===== src/rtl/uart_pkg.sv =====
// uart_pkg: parity constants, TX FSM encoding and frame-length helper shared by the UART blocks
package uart_pkg;
   localparam int PAR_NONE = 0;
   localparam int PAR_EVEN = 1;
   localparam int PAR_ODD  = 2;

   typedef enum logic [2:0] {
      ST_IDLE,
      ST_START,
      ST_DATA,
      ST_PARITY,
      ST_STOP
   } uart_state_e;

   function automatic int frame_bits(input int data_bits, input int parity, input int stop_bits);
      return 1 + data_bits + ((parity != PAR_NONE) ? 1 : 0) + stop_bits;
   endfunction
endpackage


===== src/rtl/uart_sync_fifo.sv =====
// uart_sync_fifo: synchronous FIFO with the head word always presented on o_data
//   i_clk/i_rst    clock, synchronous active-high reset (clears pointers)
//   i_push/i_data  write request and word; ignored while full
//   i_pop          read request; ignored while empty
//   o_data         current head word, valid whenever o_empty=0
//   o_full/o_empty status, o_level words stored
module uart_sync_fifo #(
   parameter int WIDTH = 8,
   parameter int DEPTH = 4
) (
   input  logic                   i_clk,
   input  logic                   i_rst,
   input  logic                   i_push,
   input  logic [WIDTH-1:0]       i_data,
   input  logic                   i_pop,
   output logic [WIDTH-1:0]       o_data,
   output logic                   o_full,
   output logic                   o_empty,
   output logic [$clog2(DEPTH):0] o_level
);
   localparam int AW = $clog2(DEPTH);

   // one extra pointer bit tells a full FIFO apart from an empty one
   logic [AW:0]      wr_q, rd_q;
   logic [WIDTH-1:0] mem_q [DEPTH];
   logic             push, pop;

   assign o_full  = (wr_q[AW] != rd_q[AW]) && (wr_q[AW-1:0] == rd_q[AW-1:0]);
   assign o_empty = wr_q == rd_q;
   assign o_level = wr_q - rd_q;
   assign push    = i_push && !o_full;
   assign pop     = i_pop && !o_empty;
   assign o_data  = mem_q[rd_q[AW-1:0]];

   always_ff @(posedge i_clk) begin
      if (i_rst) begin
         wr_q <= '0;
         rd_q <= '0;
      end else begin
         wr_q <= push ? wr_q + 1'b1 : wr_q;
         rd_q <= pop ? rd_q + 1'b1 : rd_q;
      end
   end

   always_ff @(posedge i_clk) begin
      if (push) mem_q[wr_q[AW-1:0]] <= i_data;
   end
endmodule


===== src/rtl/uart_tx_fifo_param.sv =====
// uart_tx_fifo_param: FIFO-fed UART transmitter with internal baud divider and configurable framing
//   i_clk/i_rst      system clock, synchronous active-high reset
//   i_data/i_valid   word to queue; accepted when i_valid & o_ready
//   o_ready          FIFO has room (low during reset)
//   o_level          words waiting in the FIFO, excluding the frame on the line
//   o_busy           frame on the line or words queued
//   o_line           serial output, idles high
module uart_tx_fifo_param
   import uart_pkg::*;
#(
   parameter int CLK_DIV    = 434,
   parameter int DATA_BITS  = 8,
   parameter int PARITY     = PAR_EVEN,
   parameter int STOP_BITS  = 1,
   parameter int FIFO_DEPTH = 4
) (
   input  logic                            i_clk,
   input  logic                            i_rst,
   input  logic [DATA_BITS-1:0]            i_data,
   input  logic                            i_valid,
   output logic                            o_ready,
   output logic [$clog2(FIFO_DEPTH+1)-1:0] o_level,
   output logic                            o_busy,
   output logic                            o_line
);
   localparam int DW = $clog2(CLK_DIV);
   localparam int BW = $clog2(DATA_BITS + 1);

   generate
      if ((CLK_DIV < 2) || (DATA_BITS < 5) || (DATA_BITS > 9) || (PARITY < PAR_NONE) ||
          (PARITY > PAR_ODD) || (STOP_BITS < 1) || (STOP_BITS > 2) || (FIFO_DEPTH < 2) ||
          ((FIFO_DEPTH & (FIFO_DEPTH - 1)) != 0)) begin : g_bad_params
         $error("uart_tx_fifo_param: parameter out of range");
      end
   endgenerate

   uart_state_e          state_q, state_d;
   logic [DW-1:0]        div_q;
   logic [BW-1:0]        cnt_q;
   logic [DATA_BITS-1:0] sh_q, head;
   logic                 par_q, line_q, busy_q;
   logic                 full, empty, pop, tick;

   assign o_ready = !i_rst && !full;
   assign tick    = div_q == DW'(CLK_DIV - 1);
   assign o_line  = line_q;
   assign o_busy  = busy_q;

   uart_sync_fifo #(.WIDTH(DATA_BITS), .DEPTH(FIFO_DEPTH)) u_fifo (
      .i_clk   (i_clk),
      .i_rst   (i_rst),
      .i_push  (i_valid && o_ready),
      .i_data  (i_data),
      .i_pop   (pop),
      .o_data  (head),
      .o_full  (full),
      .o_empty (empty),
      .o_level (o_level)
   );

   // the pop that ends the last stop bit jumps straight to START so frames stay contiguous
   always_comb begin
      state_d = state_q;
      pop     = 1'b0;
      case (state_q)
         ST_IDLE: begin
            pop     = !empty;
            state_d = empty ? ST_IDLE : ST_START;
         end
         ST_START:  state_d = tick ? ST_DATA : ST_START;
         ST_DATA:   state_d = (tick && cnt_q == BW'(DATA_BITS - 1)) ?
                              ((PARITY != PAR_NONE) ? ST_PARITY : ST_STOP) : ST_DATA;
         ST_PARITY: state_d = tick ? ST_STOP : ST_PARITY;
         ST_STOP: begin
            if (tick && cnt_q == BW'(STOP_BITS - 1)) begin
               pop     = !empty;
               state_d = empty ? ST_IDLE : ST_START;
            end
         end
         default:   state_d = ST_IDLE;
      endcase
   end

   // line and busy are registered from the current state, so each bit appears one clock after its state
   always_ff @(posedge i_clk) begin
      if (i_rst) begin
         state_q <= ST_IDLE;
         div_q   <= '0;
         cnt_q   <= '0;
         sh_q    <= '0;
         par_q   <= 1'b0;
         line_q  <= 1'b1;
         busy_q  <= 1'b0;
      end else begin
         state_q <= state_d;
         div_q   <= (pop || tick || state_q == ST_IDLE) ? '0 : div_q + 1'b1;
         cnt_q   <= (state_d != state_q) ? '0 : tick ? cnt_q + 1'b1 : cnt_q;
         sh_q    <= pop ? head : (state_q == ST_DATA && tick) ? sh_q >> 1 : sh_q;
         par_q   <= pop ? ((PARITY == PAR_ODD) ? ~^head : ^head) : par_q;
         line_q  <= (state_q == ST_START) ? 1'b0 :
                    (state_q == ST_DATA) ? sh_q[0] :
                    (state_q == ST_PARITY) ? par_q : 1'b1;
         busy_q  <= (state_q != ST_IDLE) || !empty;
      end
   end
endmodule

===== config.mk =====
export PLATFORM = sky130hd
export DESIGN_NAME = uart_tx_fifo_param
export DESIGN_NICKNAME = d
export VERILOG_FILES = /design/src/rtl/uart_pkg.sv /design/src/rtl/uart_sync_fifo.sv /design/src/rtl/uart_tx_fifo_param.sv
export SDC_FILE = /design/constraint.sdc
export NUM_CORES = 1
export LEC_CHECK = 0
export CAP_MARGIN = 10
export CORE_UTILIZATION = 30
export DETAILED_ROUTE_END_ITERATION = 7
export SYNTH_ARGS = -nofsm -noshare
export SYNTH_HDL_FRONTEND = slang
export SYNTH_HIERARCHICAL = 1
export SYNTH_SLANG_ARGS = --single-unit

===== constraint.sdc =====
create_clock -name i_clk -period 3.5 [get_ports i_clk]
set_input_delay 0.7 -clock i_clk [delete_from_list [all_inputs] [get_ports i_clk]]
set_output_delay 0.7 -clock i_clk [all_outputs]
set_load 0.05 [all_outputs]

[Word level (Yosys, flattened, before mapping)]
Memory sizes are Yosys's and may differ from the RTL's. A register that Yosys moved wholly into a read port is not among the register bits.
Index checks and enable logic that the tools add are counted.
Cells by class
  muxes and demuxes: 17
  add/sub/neg operators: 5
  reduce and logical (&&, ||, !) cells: 21
  eq/ne operators: 10
Operators by type and width (count)
  8-bit 2-to-1 mux: 2
  3-bit one-hot mux with 5 select lines: 1
  9-bit by 1-bit adder with 9-bit output (second input constant): 1
  9-bit equality test (second input constant): 1
  1-bit logical AND: 8
  1-bit 2-to-1 mux: 8
  8-bit XOR reduction: 1
  3-bit by 1-bit adder with 3-bit output (second input constant): 2
  3-bit by 2-bit equality test with 1-bit output (second input constant): 2
  2-bit 2-to-1 mux: 3
  3-bit 2-to-1 mux: 2
  4-bit by 1-bit adder with 4-bit output (second input constant): 1
  4-bit by 3-bit equality test with 1-bit output (second input constant): 1
  4-bit logical NOT: 1
  2-bit OR reduction: 2
  3-bit by 1-bit equality test with 1-bit output (second input constant): 1
  3-bit equality test: 1
  3-bit equality test (second input constant): 1
  1-bit logical NOT: 3
  3-bit logical NOT: 1
  1-bit logical OR: 3
  3-bit inequality test: 1
  3-bit nonzero test: 1
  3-bit subtractor: 1
  4 further kinds: 4
Word-level totals
  register bits: 33
  output and inout bits: 6
  memory bits (writable): 32
  word-level logic and storage cells: 63
  memories kept: 1
  input port bits: 11
Memories
  u_fifo.mem_q: words 4, bits a word 8, read ports 1, clocked after memory_dff 1, write ports 1, RTL line uart_sync_fifo.sv:25  | logic [WIDTH-1:0] mem_q [DEPTH];

[Logic depth before layout (Yosys ltp)]
Gate-level depths: netlist of run 1.
  depth in word-level cells: 8
  gate-level depth with buffers: 13
  gate-level depth less buffers: 11

[Hierarchy]
The synthesis of run 1 kept the hierarchy.
Modules (own cells, without submodules)
  uart_sync_fifo: seq. area each 1121.1 µm², cells each 109, times used 1, area each 1742.9 µm²
  uart_tx_fifo_param: seq. area each 540.5 µm², cells each 166, times used 1, area each 1455.1 µm²

[Worst setup path before layout of run 1]
OpenSTA, ideal clock, no wires.
  path type: reg2reg
  from: register u_fifo.wr_q[0]
  to: memory u_fifo.mem_q[3][0] (enable)
  buffers on the path: 2
  setup time: 0.332 ns
  cell stages (with the launch flop): 11
  path slack: 0.356 ns
  arrival: 2.812 ns
  period minus slack after synthesis: 3.144 ns
  data required time: 3.168 ns
  cells stage by stage: dfxtp_1 > inv_1 > ha_1 > nand2_1 > clkbuf_1 > nor2_1 > nor2_1 > and2_1 > clkbuf_1 > o21a_1 > and2_1
On the way
  cells in the longest elaborated chain, start to end: 8
Ends and longest elaborated chain
  from (decl): RTL line uart_sync_fifo.sv:24  | logic [AW:0] wr_q, rd_q;
  from (signal assigned): RTL line uart_sync_fifo.sv:40  | wr_q <= push ? wr_q + 1'b1 : wr_q;
  2-bit equality test: RTL line uart_sync_fifo.sv:28  | assign o_full = (wr_q[AW] != rd_q[AW]) && (wr_q[AW-1:0] == rd_q[AW-1:0]);
  1-bit logical AND: RTL line uart_sync_fifo.sv:28
  net full: RTL line uart_tx_fifo_param.sv:42  | logic full, empty, pop, tick;
  1-bit logical NOT: RTL line uart_tx_fifo_param.sv:44  | assign o_ready = !i_rst && !full;
  1-bit logical AND: RTL line uart_tx_fifo_param.sv:44
  net o_ready: RTL line uart_tx_fifo_param.sv:21  | output logic o_ready,
  1-bit logical AND: RTL line uart_tx_fifo_param.sv:52  | .i_push (i_valid && o_ready),
  1-bit logical AND: RTL line uart_sync_fifo.sv:31  | assign push = i_push && !o_full;
  1-bit 2-to-1 mux: RTL line uart_sync_fifo.sv:46  | if (push) mem_q[wr_q[AW-1:0]] <= i_data;
  1-bit 2-to-1 mux (implied by the code): RTL line uart_sync_fifo.sv:46
  to (decl): RTL line uart_sync_fifo.sv:25
The timed path passes the listed nets, and every way through them passes these cells.

[Final worst setup path of run 1]
  from: register u_fifo.wr_q[0]
  to: output port o_level[2]
On the way
  cells in the longest elaborated chain, start to end: 1
Ends and longest elaborated chain
  3-bit subtractor: RTL line uart_sync_fifo.sv:30  | assign o_level = wr_q - rd_q;
  to (decl): RTL line uart_tx_fifo_param.sv:22  | output logic [$clog2(FIFO_DEPTH+1)-1:0] o_level,
No other way between the ends.

==> results of run 1 <==
-- path summary, 6_finish.rpt --
check                           depth (start not counted)    endpoint  slack (ps)            from
worst max-delay path                                    5  o_level[2]         340  u_fifo/wr_q[0]
worst min-delay path                                    2     sh_q[7]         480         sh_q[7]
worst max register to register                         10   flip-flop         680  u_fifo/wr_q[0]
worst min register to register                          2     sh_q[7]         480         sh_q[7]
-- cell families after synthesis --
logic type | after synthesis | share of synthesized area
simple gates | 101 | 0.189
flops | 67 | 0.520
compound gates | 39 | 0.0857
buf+inv | 28 | 0.0454
xor+xnor | 20 | 0.0548
fa+ha+maj | 12 | 0.0493
mux | 8 | 0.0563
-- worst reg2reg max path, stage by stage (launching register included) --
cell and delay [ps]:
dfxtp_1 410, inv_1 110, ha_1 350, nand2_1 120, nor2b_1 340, nor3_1 120
and4_1 260, nor2_2 160, inv_1 150, nor4b_1 180, or4_1 520
-- power breakdown --
group / internal (mW) / total (mW) / leakage [nW] / switching, mW
clock: 0.341 / 0.680 / 0.102 / 0.339
sequential: 0.912 / 1.01 / 0.575 / 0.0946
combinational: 0.348 / 0.823 / 0.509 / 0.475
-- state kept, by name, summed over array words and instances (netlist names), named ones only --
name	flops
u_fifo/mem_q	32
div_q	9
sh_q	8
cnt_q	4
state_q	3
u_fifo/rd_q	3
u_fifo/wr_q	3
o_busy	1
o_line	1
par_q	1
-- per-stage QoR --
step                      cells  hold slack (ps)
after floorplan             275              444
after global placement      414              460
after detailed placement    414              464
after CTS                   430              476
after global routing        430              503
final                       430              476
-- Yosys cell counts (8+ instances only) --
master     n  area, sq um
a21oi_1    8         40.0
edfxtp_1  32          961
xnor2_1   17          149
mux4_2     8          180
o21ai_0    8         40.0
a31oi_1    9         56.3
nor3_1     8         40.0
nor2_1    19         71.3
inv_1     12         45.0
nand3_1   13         65.1
nand4_1   12         75.1
ha_1      11          138
nand2_1   15         56.3
dfxtp_1   35          701
-- layout make-up --
type,instances,area (sq um),area share
clock buffer,9,124,0.0338
clock inverter,7,83.8,0.0229
inverter,12,45.0,0.0123
multi-input combinational,180,1390,0.379
sequential,67,1660,0.453
tap,136,170,0.0464
timing repair buffer,19,193,0.0525
-- per-layer routing --
layer  wire (microns)  vias up
met5                0        -
met2             2760       38
met3              238       15
met1             2910     1015
li1                 -     1049
met4              181        0
==> qor.csv, run 1 <==
metric,value,unit
status,finished clean,
finalWeightedCongestion,0.807,
fp.dieArea,11100,sq um
grt_max_degree,28,
cts_buffers,9,
cts-htree-levels,3,
synth_edf_count,32,
gr-max-usage-layer,met2,
nFillCells,996,
std_cell_rows,37,
drc,0,
gr-usage-met2,0.180,
globalRouteMet1Util,0.157,
clockBufferDepth,2,
syn-num-nets,298,
tightest_slew,595,ps
fin_worst_skew,9.19,ps
crit_type,reg -> out,
grt_pass1_vias,2074,
start_util,0.310,
final_cell_mix,"35 x dfxtp_1, 32 x edfxtp_1, 19 x nor2_1, 17 x xnor2_1",
p_per_area,684,nW/um^2
setup_violations,0,
drt-initial-drc-count,86,
fmax,316,MHz
synthCells,275,
tns,0,ps
ir_drop,0.000371,V
rsz0062_at_grt,no,
grt_first_pass_wirelength,10.2,mm
leakagePower,1.19,nW
dpl_cell_area,3460,sq um
cts_tree,built,
die_y,105,microns
hold_violations,0,
finalMaxSlewViolations,0,
async_flop_share,0,
cp_cell_sequence,inv_1 -> ha_1 -> fa_1 -> xnor2_1 -> clkdlybuf4s50_1,
viasPerCell,4.92,
yosys_warnings,6,
ios,17,
fin_util,0.355,
final_common_cell,dfxtp_1,
endpoint_kind,output pin,
cp_max_fo,6,
root_buffer,clkbuf_8,
cpLargestDelayFamily,buffers and inverters,
antenna_left,0,
die_w,105,microns
finalInstanceArea,3670,sq um
start_kind,flip-flop,
use_met3,0.0334,
cts.sinks,67,
maxSlewHeadroom,0.603,
total_power,2.51,mW
synthFlopType,dfxtp_1,
antenna_found_initial,0,
track_usage,0.121,
wirelength,6.09,mm
critPathMaxStageDelay,820,ps
hold_path_class,reg -> reg,
cts_hold_buf,0,
io_buffer_count,16,
post_drt_wl_per_cell,14.2,microns
worstPathArrival,2460,ps
coreArea,10300,sq um
ys_seq_area_frac,0.520,
antenna_cells,0,
cts_resized,0,
dp_slack,672,ps
num_vias,2117,
slowest_stage,clkdlybuf4s50_1,
post_cts_buffers,0,
finalCritPeriodShare,0.903,
avgSynthCellArea,11.6,sq um
finalCriticalPeriod,3160,ps
drive_gt1_frac,0.129,
drtPass1Iterations,4,
max_cap_violations,0,
synth_cell_types,51,
critPathBufInv,2,
dpl.hpwl,4.11,mm
clkSlewWorstSetupHoldPaths,80,ps
finalNetCount,312,
layout_setup_ws,339,ps
clkLatencyLatePin,360,ps
syn_to_final_growth,14.7,%
ys_ff_latch,67,
grt_overflow,0,
crit_required,2800,ps
syn_area,3200,sq um
Note: power is estimated with default switching activity, not from simulation.
==> run 2, diff against run 1 <==
--- a/config.mk
+++ b/config.mk
@@ -5,7 +5,9 @@
 export SDC_FILE = /design/constraint.sdc
 export NUM_CORES = 1
 export LEC_CHECK = 0
+export ABC_AREA = 1
 export CAP_MARGIN = 10
+export CORE_ASPECT_RATIO = 1.75
 export CORE_UTILIZATION = 30
 export DETAILED_ROUTE_END_ITERATION = 7
 export SYNTH_ARGS = -nofsm -noshare
==> run 2 against run 1 <==
Effect of this change: worst setup slack gained 27 ps; die area rose by 1.2%; clock power is 49% higher; hold slack improved by 3.1 ps; combinational power increased by 25%; via count is 12% higher; clock-buffer cell count increased by 1; sequential power barely moved; sequential cell count did not move; largest power group is now combinational cells.
==> qor.csv, run 2 <==
metric,value,unit
grt_max_degree,18,
drive_gt1_frac,0.134,
finalWeightedCongestion,0.767,
tns,0,ps
holdWs,479,ps
r2r_start,u_fifo/wr_q[0],
cts.sinks,67,
ios,17,
hold_violations,0,
synth_area_leaders,"edfxtp_1 30%, dfxtp_1 22%, nor2_1 7.3%",
max_cap_violations,0,
track_usage,0.126,
syn_area,3230,sq um
finalNetCount,415,
r2r_cells,11,
antenna_left,0,
grt_first_pass_wirelength,10.8,mm
start_util,0.312,
synth_cell_types,33,
cts_resized,0,
ys_ff_latch,67,
finalCritPeriodShare,0.895,
async_flop_share,0,
yosysTopAreaCell,edfxtp_1,
finalMaxSlewViolations,0,
finalCriticalPeriod,3130,ps
num_vias,2379,
drt-initial-drc-count,100,
io_buffer_count,16,
drc,0,
fp.dieArea,11200,sq um
antenna_found_initial,0,
post_cts_buffers,0,
cts-htree-levels,3,
start_kind,flip-flop,
largest_register_ffs,32,
ys_seq_area_frac,0.514,
r2r_end,u_fifo/mem_q[3][0],
r2r_slack,1190,ps
instances_no_fill,524,
grt_pass1_vias,2451,
p_per_area,786,nW/um^2
final_common_cell,nor2_1,
status,finished clean,
drtPass1Iterations,5,
worstPathArrival,2430,ps
clkSlewWorstSetupHoldPaths,50,ps
fin_worst_skew,7.16,ps
avgSynthCellArea,8.88,sq um
clockBufferDepth,2,
rsz0062_at_grt,no,
synthCells,364,
yosys_warnings,6,
std_cell_rows,49,
syn-num-nets,387,
cts_tree,built,
dpl.hpwl,4.44,mm
crit_required,2800,ps
root_buffer,clkbuf_16,
synth_top_area_share,0.297,
yosysMostFrequentCell,nor2_1,
die_w,80.5,microns
cts_hold_buf,0,
post_drt_wl_per_cell,11.7,microns
fmax,319,MHz
maxSlewHeadroom,0.643,
clkLatencyLatePin,330,ps
cp_max_fo,5,
antenna_cells,0,
syn_to_final_growth,20.3,%
die_y,139,microns
ys_top_cells_by_count,"63 x nor2_1, 53 x inv_1, 39 x nand2_1",
crit_path_end,o_level[2],
hold_path_class,reg -> reg,
leakagePower,1.53,nW
final_cell_mix,"63 x nor2_1, 53 x inv_1, 39 x nand2_1, 35 x dfxtp_1, 32 x edfxtp_1",
wirelength,6.11,mm
setup_violations,0,
grt_overflow,0,
coreArea,10400,sq um
tightest_slew,535,ps
synthFlopType,dfxtp_1,
viasPerCell,4.54,
endpoint_kind,output pin,
crit_type,reg -> out,
dp_cells,508,
critPathLaunch,u_fifo/wr_q[0],
cts_buffers,9,
synth_edf_count,32,
ir_drop,0.000333,V
## run 2: logic make-up (layout without fill, tap and decap cells)
kind of cell,Yosys count,in the layout,share of synthesized area
buf+inv,65,98,0.0817
compound gates,51,51,0.0882
simple gates,156,156,0.232
fa+ha+maj,12,12,0.0488
flops,67,67,0.514
xor+xnor,13,13,0.0352
## run 2: worst min path at each step
stage / start / to / slack [ps] / cells after the start
2_1_floorplan: div_q[0] / div_q[0] / 430 / 1
3_3_place_gp: div_q[0] / div_q[0] / 450 / 1
3_5_place_dp: div_q[0] / div_q[0] / 460 / 1
4_1_cts: sh_q[7] / sh_q[7] / 480 / 2
5_1_grt: sh_q[1] / sh_q[1] / 510 / 2
6_report: div_q[0] / div_q[0] / 480 / 1
## run 2: metal layers
| layer | global-route usage | up-vias | routed length (microns) |
|---|---|---|---|
| li1 | - | 1234 | - |
| met1 | 0.121 | 1112 | 2460 |
| met2 | 0.231 | 22 | 3360 |
| met3 | 0.0203 | 11 | 84 |
| met4 | 0.0912 | 0 | 202 |
| met5 | 0 | - | 0 |
## run 2: layout make-up
class	count	area (sq um)
tap	127	159
sequential	67	1660
clock buffer	10	229
timing repair buffer	22	203
fill	1049	6470
clock inverter	6	104
multi-input combinational	232	1310
inverter	60	225
## run 2: per-stage QoR
step	worst slack, ps	total power, mW	util	instance area, sq um
floorplan	985	1.85	-	3230
detailed placement	725	2.07	0.343	3560
CTS	360	3.10	0.375	3890
finish	367	3.06	0.375	3890
global route	245	3.28	0.375	3890
global placement	789	2.05	0.343	3560
## run 2: critical path, stage by stage, from the launching register on
cell	delay (ps)
dfxtp_1	410
inv_1	110
ha_1	230
fa_1	380
xor2_1	160
clkdlybuf4s50_1	810
## run 2: power breakdown
part	switching, mW	internal, mW
registers	0.0868	0.930
logic	0.657	0.375
clock network	0.319	0.690
total	1.06	1.99
